$ cat src/rtl/dmem_lsu.sv
// rtl/dmem_lsu.sv - load/store unit bridging the MEM stage to a req/ready data memory
module dmem_lsu #(
  parameter int TIMEOUT_CYCLES = 255,
  parameter int CNT_W          = 8
) (
  input  logic        clk,
  input  logic        reset,
  input  logic        cpu_mem_r,
  input  logic        cpu_mem_w,
  input  logic [31:0] cpu_addr,
  input  logic [31:0] cpu_wdata,
  input  logic [2:0]  cpu_dmtype,
  output logic [31:0] cpu_rdata,
  output logic        lsu_stall,
  output logic        lsu_misalign,
  output logic        lsu_buserr,
  output logic        mem_req,
  output logic        mem_we,
  output logic [31:0] mem_addr,
  output logic [3:0]  mem_be,
  output logic [31:0] mem_wdata,
  input  logic        mem_ready,
  input  logic [31:0] mem_rdata
);

  typedef enum logic [1:0] {
    S_IDLE = 2'd0,
    S_BUSY = 2'd1,
    S_DONE = 2'd2
  } state_t;

  // Last counter value before a bus error; unused when the timeout is disabled.
  localparam logic [CNT_W-1:0] TO_LAST = CNT_W'((TIMEOUT_CYCLES == 0) ? 0 : TIMEOUT_CYCLES - 1);
  localparam logic             TO_EN   = (TIMEOUT_CYCLES != 0);

  state_t            state_q, state_d;
  logic              mem_req_q, mem_req_d;
  logic              mem_we_q, mem_we_d;
  logic [31:0]       mem_addr_q, mem_addr_d;
  logic [3:0]        mem_be_q, mem_be_d;
  logic [31:0]       mem_wdata_q, mem_wdata_d;
  logic [31:0]       cpu_rdata_q, cpu_rdata_d;
  logic              buserr_q, buserr_d;
  logic [CNT_W-1:0]  cnt_q, cnt_d;
  logic [2:0]        type_q, type_d;
  logic [1:0]        lo_q, lo_d;

  logic              access;
  logic              aligned;
  logic              start;
  logic              ready_hit;
  logic              timeout_hit;
  logic [3:0]        be_n;
  logic [31:0]       wdata_n;
  logic [7:0]        byte_sel;
  logic [15:0]       half_sel;
  logic [31:0]       load_ext;

  assign access      = cpu_mem_r | cpu_mem_w;
  assign start       = access & aligned;
  // A ready seen while no request is outstanding carries no meaning.
  assign ready_hit   = mem_ready & mem_req_q;
  assign timeout_hit = TO_EN & ~mem_ready & (cnt_q == TO_LAST);

  // Decode access type into alignment check, byte enables and lane-replicated store data.
  always_comb begin
    aligned = 1'b0;
    be_n    = 4'b0000;
    wdata_n = cpu_wdata;
    case (cpu_dmtype)
      3'b000: begin
        aligned = (cpu_addr[1:0] == 2'b00);
        be_n    = 4'b1111;
        wdata_n = cpu_wdata;
      end
      3'b001, 3'b010: begin
        aligned = ~cpu_addr[0];
        be_n    = cpu_addr[1] ? 4'b1100 : 4'b0011;
        wdata_n = {2{cpu_wdata[15:0]}};
      end
      3'b011, 3'b100: begin
        aligned = 1'b1;
        be_n    = 4'b0001 << cpu_addr[1:0];
        wdata_n = {4{cpu_wdata[7:0]}};
      end
      default: begin
        aligned = 1'b0;
        be_n    = 4'b0000;
      end
    endcase
  end

  // Pick the addressed lane of the returned word and extend it per the latched type.
  always_comb begin
    case (lo_q)
      2'd0:    byte_sel = mem_rdata[7:0];
      2'd1:    byte_sel = mem_rdata[15:8];
      2'd2:    byte_sel = mem_rdata[23:16];
      default: byte_sel = mem_rdata[31:24];
    endcase
    half_sel = lo_q[1] ? mem_rdata[31:16] : mem_rdata[15:0];
    case (type_q)
      3'b001:  load_ext = {{16{half_sel[15]}}, half_sel};
      3'b010:  load_ext = {16'h0000, half_sel};
      3'b011:  load_ext = {{24{byte_sel[7]}}, byte_sel};
      3'b100:  load_ext = {24'h000000, byte_sel};
      default: load_ext = mem_rdata;
    endcase
  end

  // FSM state register.
  always_ff @(posedge clk or negedge reset) begin
    if (!reset) state_q <= S_IDLE;
    else        state_q <= state_d;
  end

  // FSM next-state logic.
  always_comb begin
    state_d = state_q;
    case (state_q)
      S_IDLE:  if (start) state_d = S_BUSY;
      S_BUSY:  if (ready_hit || timeout_hit) state_d = S_DONE;
      S_DONE:  state_d = S_IDLE;
      default: state_d = S_IDLE;
    endcase
  end

  // FSM outputs: stall from the accepting IDLE cycle through BUSY; misalign only in IDLE.
  always_comb begin
    lsu_stall    = 1'b0;
    lsu_misalign = 1'b0;
    case (state_q)
      S_IDLE: begin
        lsu_stall    = start;
        lsu_misalign = access & ~aligned;
      end
      S_BUSY:  lsu_stall = 1'b1;
      default: begin
        lsu_stall    = 1'b0;
        lsu_misalign = 1'b0;
      end
    endcase
  end

  // Datapath next state: latch the transaction on accept, hold it through BUSY, close on ready or timeout.
  always_comb begin
    mem_req_d   = mem_req_q;
    mem_we_d    = mem_we_q;
    mem_addr_d  = mem_addr_q;
    mem_be_d    = mem_be_q;
    mem_wdata_d = mem_wdata_q;
    cpu_rdata_d = cpu_rdata_q;
    buserr_d    = 1'b0;
    cnt_d       = cnt_q;
    type_d      = type_q;
    lo_d        = lo_q;
    case (state_q)
      S_IDLE: begin
        if (start) begin
          mem_req_d   = 1'b1;
          mem_we_d    = cpu_mem_w;
          mem_addr_d  = {cpu_addr[31:2], 2'b00};
          mem_be_d    = be_n;
          mem_wdata_d = wdata_n;
          type_d      = cpu_dmtype;
          lo_d        = cpu_addr[1:0];
          cnt_d       = '0;
        end
      end
      S_BUSY: begin
        if (ready_hit) begin
          mem_req_d = 1'b0;
          if (!mem_we_q) cpu_rdata_d = load_ext;
        end else if (timeout_hit) begin
          mem_req_d = 1'b0;
          buserr_d  = 1'b1;
          if (!mem_we_q) cpu_rdata_d = 32'h0;
        end else begin
          cnt_d = cnt_q + 1'b1;
        end
      end
      default: ;
    endcase
  end

  // Datapath registers; reset abandons any in-flight transaction.
  always_ff @(posedge clk or negedge reset) begin
    if (!reset) begin
      mem_req_q   <= 1'b0;
      mem_we_q    <= 1'b0;
      mem_addr_q  <= 32'h0;
      mem_be_q    <= 4'h0;
      mem_wdata_q <= 32'h0;
      cpu_rdata_q <= 32'h0;
      buserr_q    <= 1'b0;
      cnt_q       <= '0;
      type_q      <= 3'b000;
      lo_q        <= 2'b00;
    end else begin
      mem_req_q   <= mem_req_d;
      mem_we_q    <= mem_we_d;
      mem_addr_q  <= mem_addr_d;
      mem_be_q    <= mem_be_d;
      mem_wdata_q <= mem_wdata_d;
      cpu_rdata_q <= cpu_rdata_d;
      buserr_q    <= buserr_d;
      cnt_q       <= cnt_d;
      type_q      <= type_d;
      lo_q        <= lo_d;
    end
  end

  assign mem_req    = mem_req_q;
  assign mem_we     = mem_we_q;
  assign mem_addr   = mem_addr_q;
  assign mem_be     = mem_be_q;
  assign mem_wdata  = mem_wdata_q;
  assign cpu_rdata  = cpu_rdata_q;
  assign lsu_buserr = buserr_q;

endmodule

$ cat config.mk
export PLATFORM = sky130hd
export DESIGN_NAME = dmem_lsu
export DESIGN_NICKNAME = d
export VERILOG_FILES = /design/src/rtl/dmem_lsu.sv
export SDC_FILE = /design/constraint.sdc
export NUM_CORES = 1
export LEC_CHECK = 0
export ABC_CLOCK_PERIOD_IN_PS = 2000
export CAP_MARGIN = 20
export CORE_UTILIZATION = 41
export DETAILED_ROUTE_END_ITERATION = 7
export GPL_TIMING_DRIVEN = 0
export MAX_ROUTING_LAYER = met4
export PLACE_DENSITY = 0.77
export SYNTH_ARGS = -nofsm -noshare
export SYNTH_HDL_FRONTEND = slang
export SYNTH_SLANG_ARGS = --single-unit
export TNS_END_PERCENT = 30
$ cat constraint.sdc
create_clock -name clk -period 2 [get_ports clk]
set_input_delay 0.4 -clock clk [delete_from_list [all_inputs] [get_ports clk]]
set_output_delay 0.4 -clock clk [all_outputs]
set_load 0.02 [all_outputs]
==> impl_metrics.env <==
export IMPL_synth_area_leader_cell="dfrtp_1"
export IMPL_setup_tns_ps=0
export IMPL_rows=43
export IMPL_wirelength_mm=17.43
export IMPL_synth_seq_cells=116
export IMPL_overflow=0
export IMPL_startpoint_type="flop"
export IMPL_synth_edf_count=0
export IMPL_drt_pass1_iterations=5
export IMPL_synth_cell_types=54
export IMPL_hold_viol=0
export IMPL_vias=5030
export IMPL_antenna_found_initial=1
export IMPL_rsz0062_at_grt="yes"
export IMPL_reg2regPathDepth=5
export IMPL_syn_cell_area_mm2=0.005961
export IMPL_nNetsFinal=829
export IMPL_placed_cells=877
export IMPL_r2r_setup_slack_ps=10
export IMPL_ys_seq_area_frac=0.4870
export IMPL_start_util=0.4245
export IMPL_pre_cts_slack_ps=-1130
export IMPL_max_clock_path_buffers=2
export IMPL_setup_viol=0
export IMPL_synth_compound_area_frac=0.1633
export IMPL_post_dp_hpwl_mm=13.22
export IMPL_layout_commonest_cell="clkdlybuf4s50_1"
export IMPL_die_w_um=122.6
export IMPL_syn2layout_area_growth_pct=50.34
export IMPL_async_flop_share=1.000
export IMPL_cts_root_buf="clkbuf_16"
export IMPL_dr_first_iter_drc_count=272
export IMPL_track_usage=0.2456
export IMPL_synth_ff_type="dfrtp_1"
export IMPL_cp_max_fo=9
export IMPL_ctsHoldBuffers=0
export IMPL_grt_max_degree=62
export IMPL_core_area_mm2=0.01404
export IMPL_worst_pin_slew_ps=728.9
export IMPL_post_drt_via_cell_ratio=5.485
export IMPL_ant_nets=0
export IMPL_htreeDepth=4
export IMPL_crit_path_end_kind="flop"
export IMPL_die_area_mm2=0.01502
export IMPL_port_buffer_count=205
export IMPL_grt_pass1_vias=5090
export IMPL_die_y_um=122.6
export IMPL_maxCapViolCount=0
export IMPL_hp_class="in -> async"
export IMPL_final_cell_mix="clkdlybuf4s50_1 (196), dfrtp_1 (116), mux2_2 (80)"
export IMPL_synthSimpleGateAreaFrac=0.08291
export IMPL_min_period_ps=1990
export IMPL_synthTopCellsByArea="dfrtp_1 (49%), mux2_2 (15%), mux2i_1 (3.2%)"
export IMPL_remaining_drc_errors=0
export IMPL_clock_sinks=116
export IMPL_reg2reg_from="lo_q[0]"
export IMPL_synth_top_cell_area_share=0.4870
export IMPL_grt_pass1_wl_mm=26.78
export IMPL_cts_tree="yes"
export IMPL_synth_xor_xnor_area_share=0.004408
export IMPL_synth_adder_area_share=0.005877
export IMPL_vdd_ir_drop_max_mv=0.9758
export IMPL_leakage_nw=3.676
export IMPL_synth_top_family_by_area="multiplexers"
export IMPL_syn_avg_cell_area_um2=12.16
export IMPL_fillers=1085
export IMPL_status="finished, final reports clean"
export IMPL_power_density_mw_per_mm2=1568
export IMPL_synthMuxAreaShare=0.2170
export IMPL_ioPinCount=209
export IMPL_cp_data_required_time_ps=2290
export IMPL_yosysWarnings=0
export IMPL_finClkSkew_ps=10.78
export IMPL_layout_drive_gt1_share=0.2486
export IMPL_final_max_slew_viol_count=0
export IMPL_critPathKind="reg -> reg"
export IMPL_stdcell_count=917
export IMPL_setup_slack_ps=10.24
export IMPL_cts_clk_slew_worst_paths_ps=60
export IMPL_clkLatencyLatePin_ps=420
export IMPL_post_drt_wl_per_cell_um=19.00
export IMPL_finalCritPeriodShare=0.9949
export IMPL_post_route_util=0.6382
export IMPL_max_freq_mhz=502.6
export IMPL_cts_made_buffers=17
export IMPL_place_congestion=0.9065
export IMPL_cp_arrival_ps=2280
export IMPL_relSlewSlack=0.5141
export IMPL_reg2reg_to="cpu_rdata[9]"
export IMPL_p_total_mw=14.05
export IMPL_syn_inst=490
flip-flops by register name, summed over array words and instances (netlist names), 2 cells and up:
register	cells
cpu_rdata	32
cnt_q	8
mem_addr	30
mem_wdata	32
state_q	2
lo_q	2
type_q	3
mem_be	4
timing repair:
action	in CTS	in global routing
pin swaps	5	2
setup buffers	7	2
setup endpoints to repair	96	36
resized for setup	37	11
through the flow:
step / hold WS, ps / instance area [um2]
finish: 35.32 / 8961
global route: 84.08 / 8961
CTS: 46.78 / 8934
detailed placement: 480.7 / 8274
global placement: 475.3 / 8249
floorplan: 104.4 / 5972
power breakdown:
group          switching, mW  internal, mW
clock                   1.18          1.73
sequential             0.720          3.44
combinational           3.45          3.52
total                   5.36          8.70
final cells by class:
| class | count | area [um2] | area share |
|---|---|---|---|
| Antenna cell | 1 | 2.502 | 0.0002793 |
| Inverter | 14 | 52.55 | 0.005864 |
| Tap cell | 180 | 225.2 | 0.02513 |
| Clock buffer | 17 | 425.4 | 0.04747 |
| Sequential cell | 116 | 2903 | 0.3239 |
| Multi-Input combinational cell | 328 | 2885 | 0.3220 |
| Timing Repair Buffer | 215 | 2135 | 0.2382 |
| Clock inverter | 15 | 146.4 | 0.01634 |
| Buffer | 31 | 186.4 | 0.02080 |
Yosys cell counts, drive strengths merged (3+ instances only):
master and count:
dfrtp 116, mux2 80, o21ai 29, nor2 28
mux2i 19, buf 18, o211ai 17, a221o 16
o2bb2ai 16, clkbuf 15, inv 13, nand2b 12
nor2b 11, nor3 11, nand2 10, a211oi 8
a2bb2oi 8, mux4 8, o221a 8, a21oi 7
nand3 4, or3 4, o21a 3
cell families (layout without fill, tap and decap cells):
kind of cell	count (synthesis)	count (layout)
mux	107	107
buf+inv	47	292
simple gates	94	94
flops	116	116
xor+xnor	3	3
compound gates	119	119
other cells	1	3
fa+ha+maj	3	3
how the worst max path moves through the flow:
stage                  startpoint             to  slack (ps)  cells past startpoint
global placement            reset   mem_addr[30]       -3770                      1
CTS                    state_q[0]      lsu_stall         -30                      7
global route           state_q[0]      lsu_stall         -40                      7
detailed placement  cpu_dmtype[1]      lsu_stall       -1130                      8
finish                    lo_q[0]   cpu_rdata[9]          10                      5
floorplan           cpu_dmtype[2]  mem_wdata[14]          10                      6
routing by layer:
| metal | up-vias | wire length [um] | track usage | part of all wire |
|---|---|---|---|---|
| met1 | 2470 | 7246 | 0.2983 | 0.42 |
| li1 | 2326 | - | - | - |
| met5 | - | 0 | - | 0 |
| met3 | 40 | 970 | 0.06413 | 0.056 |
| met4 | 0 | 541 | 0.1181 | 0.031 |
| met2 | 194 | 8669 | 0.3799 | 0.50 |
critical path, stage by stage, from the launching register on:
cell      delay [ps]
dfrtp_1          340
buf_6            160
mux4_2           560
o2111a_2         360
o221a_2          160
a221o_1          270
No activity file was read; power rests on OpenSTA's default activity.
